[src/rtl/mem_arbiter_if.sv]
// Requester and memory-side bus of the two-port memory arbiter.
// slave = arbiter view, master = environment (requesters + memory) view.
interface mem_arbiter_if #(
   parameter int ADDR_W = 22,
   parameter int DATA_W = 32
);
   logic              cpu_req;
   logic              cpu_we;
   logic [ADDR_W-1:0] cpu_addr;
   logic [DATA_W-1:0] cpu_wdata;
   logic              cpu_gnt;
   logic              cpu_rvalid;
   logic [DATA_W-1:0] cpu_rdata;

   logic              spr_req;
   logic              spr_we;
   logic [ADDR_W-1:0] spr_addr;
   logic [DATA_W-1:0] spr_wdata;
   logic              spr_gnt;
   logic              spr_rvalid;
   logic [DATA_W-1:0] spr_rdata;

   logic              mem_en;
   logic              mem_we;
   logic [ADDR_W-1:0] mem_addr;
   logic [DATA_W-1:0] mem_wdata;
   logic [DATA_W-1:0] mem_rdata;

   logic              busy;

   modport slave (
      input  cpu_req, cpu_we, cpu_addr, cpu_wdata,
      output cpu_gnt, cpu_rvalid, cpu_rdata,
      input  spr_req, spr_we, spr_addr, spr_wdata,
      output spr_gnt, spr_rvalid, spr_rdata,
      output mem_en, mem_we, mem_addr, mem_wdata,
      input  mem_rdata,
      output busy
   );

   modport master (
      output cpu_req, cpu_we, cpu_addr, cpu_wdata,
      input  cpu_gnt, cpu_rvalid, cpu_rdata,
      output spr_req, spr_we, spr_addr, spr_wdata,
      input  spr_gnt, spr_rvalid, spr_rdata,
      input  mem_en, mem_we, mem_addr, mem_wdata,
      output mem_rdata,
      input  busy
   );
endinterface

[src/rtl/mem_arbiter.sv]
// Two-port (cpu=0, spr=1) arbiter for a single-port synchronous memory, one access in flight.
// Define MEM_ARB_RR_EN for round-robin; default is cpu priority with a sprite starvation escape.
module mem_arbiter #(
   parameter int ADDR_W     = 22,
   parameter int DATA_W     = 32,
   parameter int RD_LAT     = 1,
   parameter int STARVE_MAX = 4
) (
   input logic          clk,
   input logic          rst,
   mem_arbiter_if.slave bus
);
   typedef enum logic [1:0] {IDLE, ACCESS, RWAIT, RDONE} state_t;

   localparam int CNT_W = (RD_LAT > 1) ? $clog2(RD_LAT) : 1;

   logic [1:0]             req;
   logic [1:0]             we;
   logic [1:0][ADDR_W-1:0] addr;
   logic [1:0][DATA_W-1:0] wdata;

   assign req   = {bus.spr_req,   bus.cpu_req};
   assign we    = {bus.spr_we,    bus.cpu_we};
   assign addr  = {bus.spr_addr,  bus.cpu_addr};
   assign wdata = {bus.spr_wdata, bus.cpu_wdata};

   state_t                 state;
   logic                   owner;
   logic [CNT_W-1:0]       lat_cnt;
   logic [1:0]             gnt;
   logic [1:0]             rvalid;
   logic [1:0][DATA_W-1:0] rdata;
   logic                   mem_en;
   logic                   mem_we;
   logic [ADDR_W-1:0]      mem_addr;
   logic [DATA_W-1:0]      mem_wdata;
   logic                   busy;
   logic                   win;

`ifdef MEM_ARB_RR_EN
   logic last_win;

   // On conflict the port that lost last time goes; a lone requester always wins.
   always_comb begin
      win = ~req[0];
      if (req == 2'b11) win = ~last_win;
   end
`else
   localparam int SC_W = $clog2(STARVE_MAX + 1);

   logic [SC_W-1:0] starve_cnt;

   always_comb begin
      win = req[1] & (~req[0] | (starve_cnt == SC_W'(STARVE_MAX)));
   end
`endif

   always_ff @(posedge clk) begin
      if (rst) begin
         state     <= IDLE;
         owner     <= 1'b0;
         lat_cnt   <= '0;
         gnt       <= '0;
         rvalid    <= '0;
         rdata     <= '0;
         mem_en    <= 1'b0;
         mem_we    <= 1'b0;
         mem_addr  <= '0;
         mem_wdata <= '0;
         busy      <= 1'b0;
`ifdef MEM_ARB_RR_EN
         last_win  <= 1'b0;
`else
         starve_cnt <= '0;
`endif
      end else begin
         gnt    <= '0;
         rvalid <= '0;
         case (state)
            IDLE: begin
               if (|req) begin
                  mem_en     <= 1'b1;
                  mem_we     <= we[win];
                  mem_addr   <= addr[win];
                  mem_wdata  <= wdata[win];
                  owner      <= win;
                  gnt[win]   <= 1'b1;
                  busy       <= 1'b1;
                  state      <= ACCESS;
`ifdef MEM_ARB_RR_EN
                  last_win   <= win;
`endif
               end else begin
                  mem_en <= 1'b0;
               end
`ifndef MEM_ARB_RR_EN
               // Only cpu wins over a waiting spr advance the count.
               if (!req[1] || win)
                  starve_cnt <= '0;
               else if (starve_cnt != SC_W'(STARVE_MAX))
                  starve_cnt <= starve_cnt + 1'b1;
`endif
            end
            ACCESS: begin
               mem_en <= 1'b0;
               if (mem_we) begin
                  busy  <= 1'b0;
                  state <= IDLE;
               end else begin
                  lat_cnt <= CNT_W'(RD_LAT - 1);
                  state   <= RWAIT;
               end
            end
            RWAIT: begin
               if (lat_cnt == '0) begin
                  rdata[owner]  <= bus.mem_rdata;
                  rvalid[owner] <= 1'b1;
                  state         <= RDONE;
               end else begin
                  lat_cnt <= lat_cnt - 1'b1;
               end
            end
            RDONE: begin
               busy  <= 1'b0;
               state <= IDLE;
            end
            default: begin
               busy  <= 1'b0;
               state <= IDLE;
            end
         endcase
      end
   end

   assign bus.cpu_gnt    = gnt[0];
   assign bus.spr_gnt    = gnt[1];
   assign bus.cpu_rvalid = rvalid[0];
   assign bus.spr_rvalid = rvalid[1];
   assign bus.cpu_rdata  = rdata[0];
   assign bus.spr_rdata  = rdata[1];
   assign bus.mem_en     = mem_en;
   assign bus.mem_we     = mem_we;
   assign bus.mem_addr   = mem_addr;
   assign bus.mem_wdata  = mem_wdata;
   assign bus.busy       = busy;
endmodule
[src/flat_wrapper.sv]
// flat-port wrapper written by rule: the top's interface ports become plain ports
module mem_arbiter_flat 
#(
   parameter int ADDR_W     = 22,
   parameter int DATA_W     = 32,
   parameter int RD_LAT     = 1,
   parameter int STARVE_MAX = 4
)
  (clk, rst, bus_cpu_req, bus_cpu_we, bus_cpu_addr, bus_cpu_wdata, bus_cpu_gnt, bus_cpu_rvalid, bus_cpu_rdata, bus_spr_req, bus_spr_we, bus_spr_addr, bus_spr_wdata, bus_spr_gnt, bus_spr_rvalid, bus_spr_rdata, bus_mem_en, bus_mem_we, bus_mem_addr, bus_mem_wdata, bus_mem_rdata, bus_busy);
  mem_arbiter_if #(.ADDR_W(ADDR_W), .DATA_W(DATA_W)) bus_i ();
  input logic clk;
  input logic rst;
  input wire logic [$bits(bus_i.cpu_req)-1:0] bus_cpu_req;
  input wire logic [$bits(bus_i.cpu_we)-1:0] bus_cpu_we;
  input wire logic [$bits(bus_i.cpu_addr)-1:0] bus_cpu_addr;
  input wire logic [$bits(bus_i.cpu_wdata)-1:0] bus_cpu_wdata;
  output wire logic [$bits(bus_i.cpu_gnt)-1:0] bus_cpu_gnt;
  output wire logic [$bits(bus_i.cpu_rvalid)-1:0] bus_cpu_rvalid;
  output wire logic [$bits(bus_i.cpu_rdata)-1:0] bus_cpu_rdata;
  input wire logic [$bits(bus_i.spr_req)-1:0] bus_spr_req;
  input wire logic [$bits(bus_i.spr_we)-1:0] bus_spr_we;
  input wire logic [$bits(bus_i.spr_addr)-1:0] bus_spr_addr;
  input wire logic [$bits(bus_i.spr_wdata)-1:0] bus_spr_wdata;
  output wire logic [$bits(bus_i.spr_gnt)-1:0] bus_spr_gnt;
  output wire logic [$bits(bus_i.spr_rvalid)-1:0] bus_spr_rvalid;
  output wire logic [$bits(bus_i.spr_rdata)-1:0] bus_spr_rdata;
  output wire logic [$bits(bus_i.mem_en)-1:0] bus_mem_en;
  output wire logic [$bits(bus_i.mem_we)-1:0] bus_mem_we;
  output wire logic [$bits(bus_i.mem_addr)-1:0] bus_mem_addr;
  output wire logic [$bits(bus_i.mem_wdata)-1:0] bus_mem_wdata;
  input wire logic [$bits(bus_i.mem_rdata)-1:0] bus_mem_rdata;
  output wire logic [$bits(bus_i.busy)-1:0] bus_busy;
  assign bus_i.cpu_req = bus_cpu_req;
  assign bus_i.cpu_we = bus_cpu_we;
  assign bus_i.cpu_addr = bus_cpu_addr;
  assign bus_i.cpu_wdata = bus_cpu_wdata;
  assign bus_cpu_gnt = bus_i.cpu_gnt;
  assign bus_cpu_rvalid = bus_i.cpu_rvalid;
  assign bus_cpu_rdata = bus_i.cpu_rdata;
  assign bus_i.spr_req = bus_spr_req;
  assign bus_i.spr_we = bus_spr_we;
  assign bus_i.spr_addr = bus_spr_addr;
  assign bus_i.spr_wdata = bus_spr_wdata;
  assign bus_spr_gnt = bus_i.spr_gnt;
  assign bus_spr_rvalid = bus_i.spr_rvalid;
  assign bus_spr_rdata = bus_i.spr_rdata;
  assign bus_mem_en = bus_i.mem_en;
  assign bus_mem_we = bus_i.mem_we;
  assign bus_mem_addr = bus_i.mem_addr;
  assign bus_mem_wdata = bus_i.mem_wdata;
  assign bus_i.mem_rdata = bus_mem_rdata;
  assign bus_busy = bus_i.busy;
  mem_arbiter #(.ADDR_W(ADDR_W), .DATA_W(DATA_W), .RD_LAT(RD_LAT), .STARVE_MAX(STARVE_MAX)) u_core (.clk(clk), .rst(rst), .bus(bus_i));
endmodule
[config.mk]
export PLATFORM = sky130hd
export DESIGN_NAME = mem_arbiter_flat
export DESIGN_NICKNAME = d
export VERILOG_FILES = /design/src/rtl/mem_arbiter_if.sv /design/src/rtl/mem_arbiter.sv /design/src/flat_wrapper.sv
export SDC_FILE = /design/constraint.sdc
export NUM_CORES = 1
export LEC_CHECK = 0
export CAP_MARGIN = 20
export CORE_MARGIN = 2
export CORE_UTILIZATION = 40
export CTS_BUF_LIST = sky130_fd_sc_hd__clkbuf_4 sky130_fd_sc_hd__clkbuf_8
export CTS_CLUSTER_DIAMETER = 60
export DETAILED_ROUTE_END_ITERATION = 8
export PLACE_DENSITY_LB_ADDON = 0.3
export SETUP_SLACK_MARGIN = 0.4
export SLEW_MARGIN = 0
export SYNTH_ARGS = -nofsm -noshare
export SYNTH_HDL_FRONTEND = slang
export SYNTH_SLANG_ARGS = --single-unit
[constraint.sdc]
create_clock -name clk -period 2 [get_ports clk]
set_clock_uncertainty 0.2 [all_clocks]
set_input_delay 0.3 -clock clk [delete_from_list [all_inputs] [get_ports clk]]
set_output_delay 0.3 -clock clk [all_outputs]
set_load 0.01 [all_outputs]
==> impl_table.tex <==
\begin{tabular}{lr}
\hline
Metric & Value \\
\hline
\multicolumn{2}{l}{\textbf{Setup path}} \\
\quad Max stage delay cell, worst path & sky130\_fd\_sc\_hd\_\_dfxtp\_2 \\
\quad Crit Reg-Reg Endpoint & u\_core.bus.mem\_wdata[0]\$\_SDFFE\_PP0P\_ \\
\quad Sort of element at the start of the critical path & register \\
\quad Worst Setup Path Type & register to register \\
\quad Worst-case reg-to-reg path depth & 8 \\
\quad Largest driver fanout on the critical path & 4 \\
\quad Cells traversed along the worst timing path & inv\_2, ha\_4, a21boi\_4, buf\_6, buf\_12, buf\_16, o21ai\_1, a311oi\_2 \\
\quad Setup crit end kind & register \\
\quad Arrival time at the worst endpoint & 1.98 ns \\
\quad Reg-to-reg critical path startpoint & u\_core.starve\_cnt[0]\$\_SDFFE\_PP0P\_ \\
\quad Crit path required time & 2.16 ns \\
\quad Max incr delay on CP & 0.34 ns \\
\quad Internal reg-to-reg setup slack & 0.18 ns \\
\multicolumn{2}{l}{\textbf{CTS}} \\
\quad Cell chosen for the clock root & sky130\_fd\_sc\_hd\_\_clkbuf\_8 \\
\quad Maximum number of buffers from clock root to sink & 2 \\
\quad Clock network latency to the later pin of the worst-skew pair & 0.45 ns \\
\quad Clock tree from TritonCTS & built \\
\quad Sink Count & 131 \\
\quad Clock slew at the register clock pins of the worst setup and hold paths & 0.08 ns \\
\quad CTS buffer count & 17 \\
\quad H-Tree Depth & 4 \\
\multicolumn{2}{l}{\textbf{Pwr}} \\
\quad Internal power summed over all cells & 4.76 mW \\
\quad Switching share of power & 31.3\% \\
\quad Power density over the cells & 726 nW/um\^{}2 \\
\quad Clock power frac & 31.2\% \\
\quad Highest ir drop seen on vdd & 0.539 mV \\
\quad Power dissipated by switching net loads & 2.16 mW \\
\quad Fraction of power consumed by combinational cells & 26.5\% \\
\quad Reg power frac & 42.3\% \\
\quad Leakage dissipation & 3.49 nW \\
\multicolumn{2}{l}{\textbf{Synthesis}} \\
\quad Adder-cell area share of the yosys netlist & 0.440\% \\
\quad Cell count after synthesis & 659 \\
\quad Synthesis Warnings & 0 \\
\quad Synthesized area per cell & 8.63 um\^{}2 \\
\quad Synth Area in Compound Gates & 28.0\% \\
\quad Fraction of the mapped netlist area in simple logic gates & 16.2\% \\
\quad Number of distinct standard cells referenced by the synthesized netlist & 38 \\
\quad Register area share after synthesis & 46.1\% \\
\quad Post-synthesis net count & 807 \\
\quad Combinational family with the most area after synthesis & compound AO/OA/AOI/OAI gates \\
\quad Post-synthesis sequential element count & 131 \\
\quad Syn Std Cell Area & 5690 um\^{}2 \\
\quad Multiplexer share of the synthesized area & 0.352\% \\
\quad Fraction of synthesized cell area in xor and xnor cells & 0.308\% \\
\multicolumn{2}{l}{\textbf{Detailed routing}} \\
\quad Average wire per cell in the routed design & 18.4 um \\
\quad Number of design rule violations left after detail routing & 0 \\
\quad Count of vias placed by the detailed router & 6067 \\
\quad Drt initial violations & 382 \\
\quad Number of iterations in the first detailed-routing pass & 5 \\
\quad Via-per-instance ratio & 5.40 \\
\quad Wire length after detailed routing & 20700 um \\
\quad Antenna-violating nets left & 0 \\
\multicolumn{2}{l}{\textbf{Timing}} \\
\quad Final worst slack & 0.182 ns \\
\quad RSZ-0062 raised after global routing & yes \\
\quad Crit share post-route & 90.9\% \\
\quad Setup-violating endpoint count in the final report & 0 \\
\quad Final Hold Viols & 0 \\
\quad Shortest clock period the worst path allows after layout & 1.82 ns \\
\quad Relative slew slack & 57.6\% \\
\quad Slew Limit Fails & 0 \\
\quad Post-route setup TNS & 0 ns \\
\quad Worst-margin pin slew & 0.634 ns \\
\quad Maximum clock frequency & 0.550 GHz \\
\multicolumn{2}{l}{\textbf{Layout}} \\
\quad Synth-to-layout area growth & 67.7\% \\
\quad Nets@finish & 1078 \\
\quad Area used by sequential logic in the layout & 2630 um\^{}2 \\
\quad Ratio of cells with drive above 1 in the final layout & 27.3\% \\
\quad Antenna Cells & 0 \\
\quad Fill cells & 1133 \\
\quad Area of the multi-input gates & 2910 um\^{}2 \\
\multicolumn{2}{l}{\textbf{Die}} \\
\quad Number of I/O pins & 271 \\
\quad Initial Utilization & 41.0\% \\
\quad Number of placement rows & 43 \\
\quad Width of the die & 123 um \\
\quad Die Y & 123 um \\
\quad Die Area & 15200 um\^{}2 \\
\quad Area of the core & 13900 um\^{}2 \\
\multicolumn{2}{l}{\textbf{GRT}} \\
\quad Antenna violations before repair & 0 \\
\quad Total gr overflow & 0 \\
\quad Pin count of the biggest net entering global routing & 52 \\
\quad Global-route wire length before repair & 30500 um \\
\quad Via count of the first global-routing pass & 5875 \\
\quad GRT Resource Usage Total & 26.1\% \\
\multicolumn{2}{l}{\textbf{Place}} \\
\quad Weighted congestion at the end of routability-driven global placement & 0.807 \\
\quad Post-Place Worst Slack & -0.251 ns \\
\quad Half-perimeter wire length after placement & 12100 um \\
\quad IO buf count & 270 \\
\multicolumn{2}{l}{\textbf{Run}} \\
\quad Max-capacitance violation count & 0 \\
\multicolumn{2}{l}{\textbf{Worst hold path}} \\
\quad Hold Path Class & primary input to register \\
\quad Hold path depth & 2 \\
\quad Startpoint of the lowest-slack hold path & rst \\
\multicolumn{2}{l}{\textbf{Outcome}} \\
\quad Outcome & finished clean \\
\hline
\end{tabular}
==> Yosys cell counts (all sizes together) <==
cell | count | share of area (%)
a211oi | 1 | 0.22
clkbuf | 19 | 1.3
nand3 | 56 | 4.9
nand3b | 1 | 0.13
nor2b | 1 | 0.11
inv | 3 | 0.20
nor4 | 1 | 0.11
nor3b | 2 | 0.35
nor2 | 8 | 0.99
a21oi | 123 | 12
or2 | 2 | 0.26
or3b | 1 | 0.15
o21ai | 56 | 4.9
a21bo | 1 | 0.18
nand2 | 130 | 8.6
xnor2 | 2 | 0.31
ha | 2 | 0.44
a311oi | 55 | 10
mux2i | 2 | 0.35
a21boi | 1 | 0.20
and3b | 1 | 0.15
buf | 55 | 7.1
nor3 | 5 | 0.44
dfxtp | 131 | 46
==> worst max path at each step <==
stage | startpoint | to | slack (ns) | depth (start not counted)
floorplan | u_core.starve_cnt[0]$_SDFFE_PP0P_ | u_core.bus.mem_wdata[16]$_SDFFE_PP0P_ | 0.40 | 7
global placement | bus_cpu_req | u_core.bus.mem_wdata[28]$_SDFFE_PP0P_ | -0.21 | 4
detailed placement | bus_cpu_req | u_core.bus.mem_wdata[28]$_SDFFE_PP0P_ | -0.25 | 4
CTS | u_core.starve_cnt[0]$_SDFFE_PP0P_ | u_core.bus.mem_wdata[2]$_SDFFE_PP0P_ | 0.20 | 8
global route | u_core.starve_cnt[0]$_SDFFE_PP0P_ | u_core.bus.mem_wdata[0]$_SDFFE_PP0P_ | 0.11 | 8
finish | u_core.starve_cnt[0]$_SDFFE_PP0P_ | u_core.bus.mem_wdata[0]$_SDFFE_PP0P_ | 0.18 | 8
==> power by group through the flow <==
| stage | logic [mW] | registers, mW | clock network (mW) |
|---|---|---|---|
| after floorplan | 0.728 | 3.06 | 0 |
| after detailed placement | 1.64 | 2.98 | 0 |
| after global routing | 1.95 | 2.95 | 2.31 |
| final | 1.83 | 2.93 | 2.16 |
| after global placement | 1.63 | 2.98 | 0 |
| after CTS | 1.76 | 2.92 | 2.20 |
==> placed cells by master, fill, tap and decap left out, types with 4 or more instances in the layout <==
cell,instances
sky130_fd_sc_hd__clkdlybuf4s50_1,143
sky130_fd_sc_hd__nand2_1,130
sky130_fd_sc_hd__dfxtp_1,122
sky130_fd_sc_hd__a21oi_1,104
sky130_fd_sc_hd__clkdlybuf4s15_1,59
sky130_fd_sc_hd__nand3_1,54
sky130_fd_sc_hd__clkbuf_2,41
sky130_fd_sc_hd__o21ai_2,33
sky130_fd_sc_hd__a311oi_2,29
sky130_fd_sc_hd__a311oi_1,26
sky130_fd_sc_hd__a21oi_2,18
sky130_fd_sc_hd__clkbuf_8,18
sky130_fd_sc_hd__buf_12,18
sky130_fd_sc_hd__o21ai_1,17
sky130_fd_sc_hd__buf_4,15
sky130_fd_sc_hd__clkdlybuf4s15_2,13
sky130_fd_sc_hd__buf_16,10
sky130_fd_sc_hd__dlygate4sd2_1,10
sky130_fd_sc_hd__dfxtp_2,9
sky130_fd_sc_hd__buf_6,8
sky130_fd_sc_hd__nor2_1,5
sky130_fd_sc_hd__nor2_4,5
sky130_fd_sc_hd__clkinvlp_4,5
sky130_fd_sc_hd__o21ai_0,4
==> state kept, by name, indices dropped and copies added (netlist names), named ones only <==
name and flops:
u_core.bus.spr_rdata 32, u_core.bus.mem_we 1, u_core.owner 1, u_core.starve_cnt 3, u_core.bus.mem_wdata 32, u_core.gnt 2, u_core.state 1, u_core.bus.cpu_rdata 32
u_core.bus.busy 1, u_core.bus.mem_addr 22, u_core.rvalid 2, u_core.bus.mem_en 1
==> what timing repair did <==
item | CTS | global route
cloned | 13 | 3
hold buffers | 0 | 0
pin swaps | 42 | 34
setup buffers | 12 | 2
gates resized for setup | 266 | 148
setup endpoints to repair | 192 | 214
==> worst max-delay path: cells and delay by family, from the launching register on <==
kind                       cells  cell delay [ns]
buffers and inverters          4             0.44
AOI/OAI and AO/OA              3             0.58
adders and majority gates      1             0.16
DFF                            1             0.34
==> layout make-up <==
cell class / instances / share of cell area, %
clock buffers: 18 / 2.60
clock inverters: 14 / 1.36
inverters: 3 / 0.118
multi-input cells: 454 / 30.5
flip-flops and latches: 131 / 27.6
well taps: 180 / 2.36
repair buffers: 323 / 35.4
==> cell families (layout without fill, tap and decap cells) <==
group | after synthesis | in the layout
compound gates | 237 | 237
xor+xnor | 2 | 2
fa+ha+maj | 2 | 2
buf+inv | 77 | 358
flops | 131 | 131
mux | 2 | 2
simple gates | 208 | 211
==> per-stage QoR <==
stage | instances | util [%] | cell area (um^2) | total power [mW] | hold slack [ns]
after floorplan | 659 | - | 5690 | 3.79 | 0.236
after global placement | 1061 | 61.0 | 8470 | 4.61 | 0.241
after detailed placement | 1061 | 61.0 | 8470 | 4.62 | 0.246
after CTS | 1118 | 67.9 | 9430 | 6.88 | 0.0427
after global routing | 1123 | 68.7 | 9540 | 7.22 | 0.0739
final | 1123 | 68.7 | 9540 | 6.92 | 0.0808
==> routing by layer <==
metal | share of wire [%] | vias to the layer above | GRT usage [%]
li1 | - | 2912 | -
met1 | 39 | 2821 | 30.1
met2 | 49 | 286 | 43.7
met3 | 8.8 | 48 | 9.23
met4 | 3.2 | 0 | 11.4
met5 | 0 | - | 0
Power figures use the tool's default switching activity.
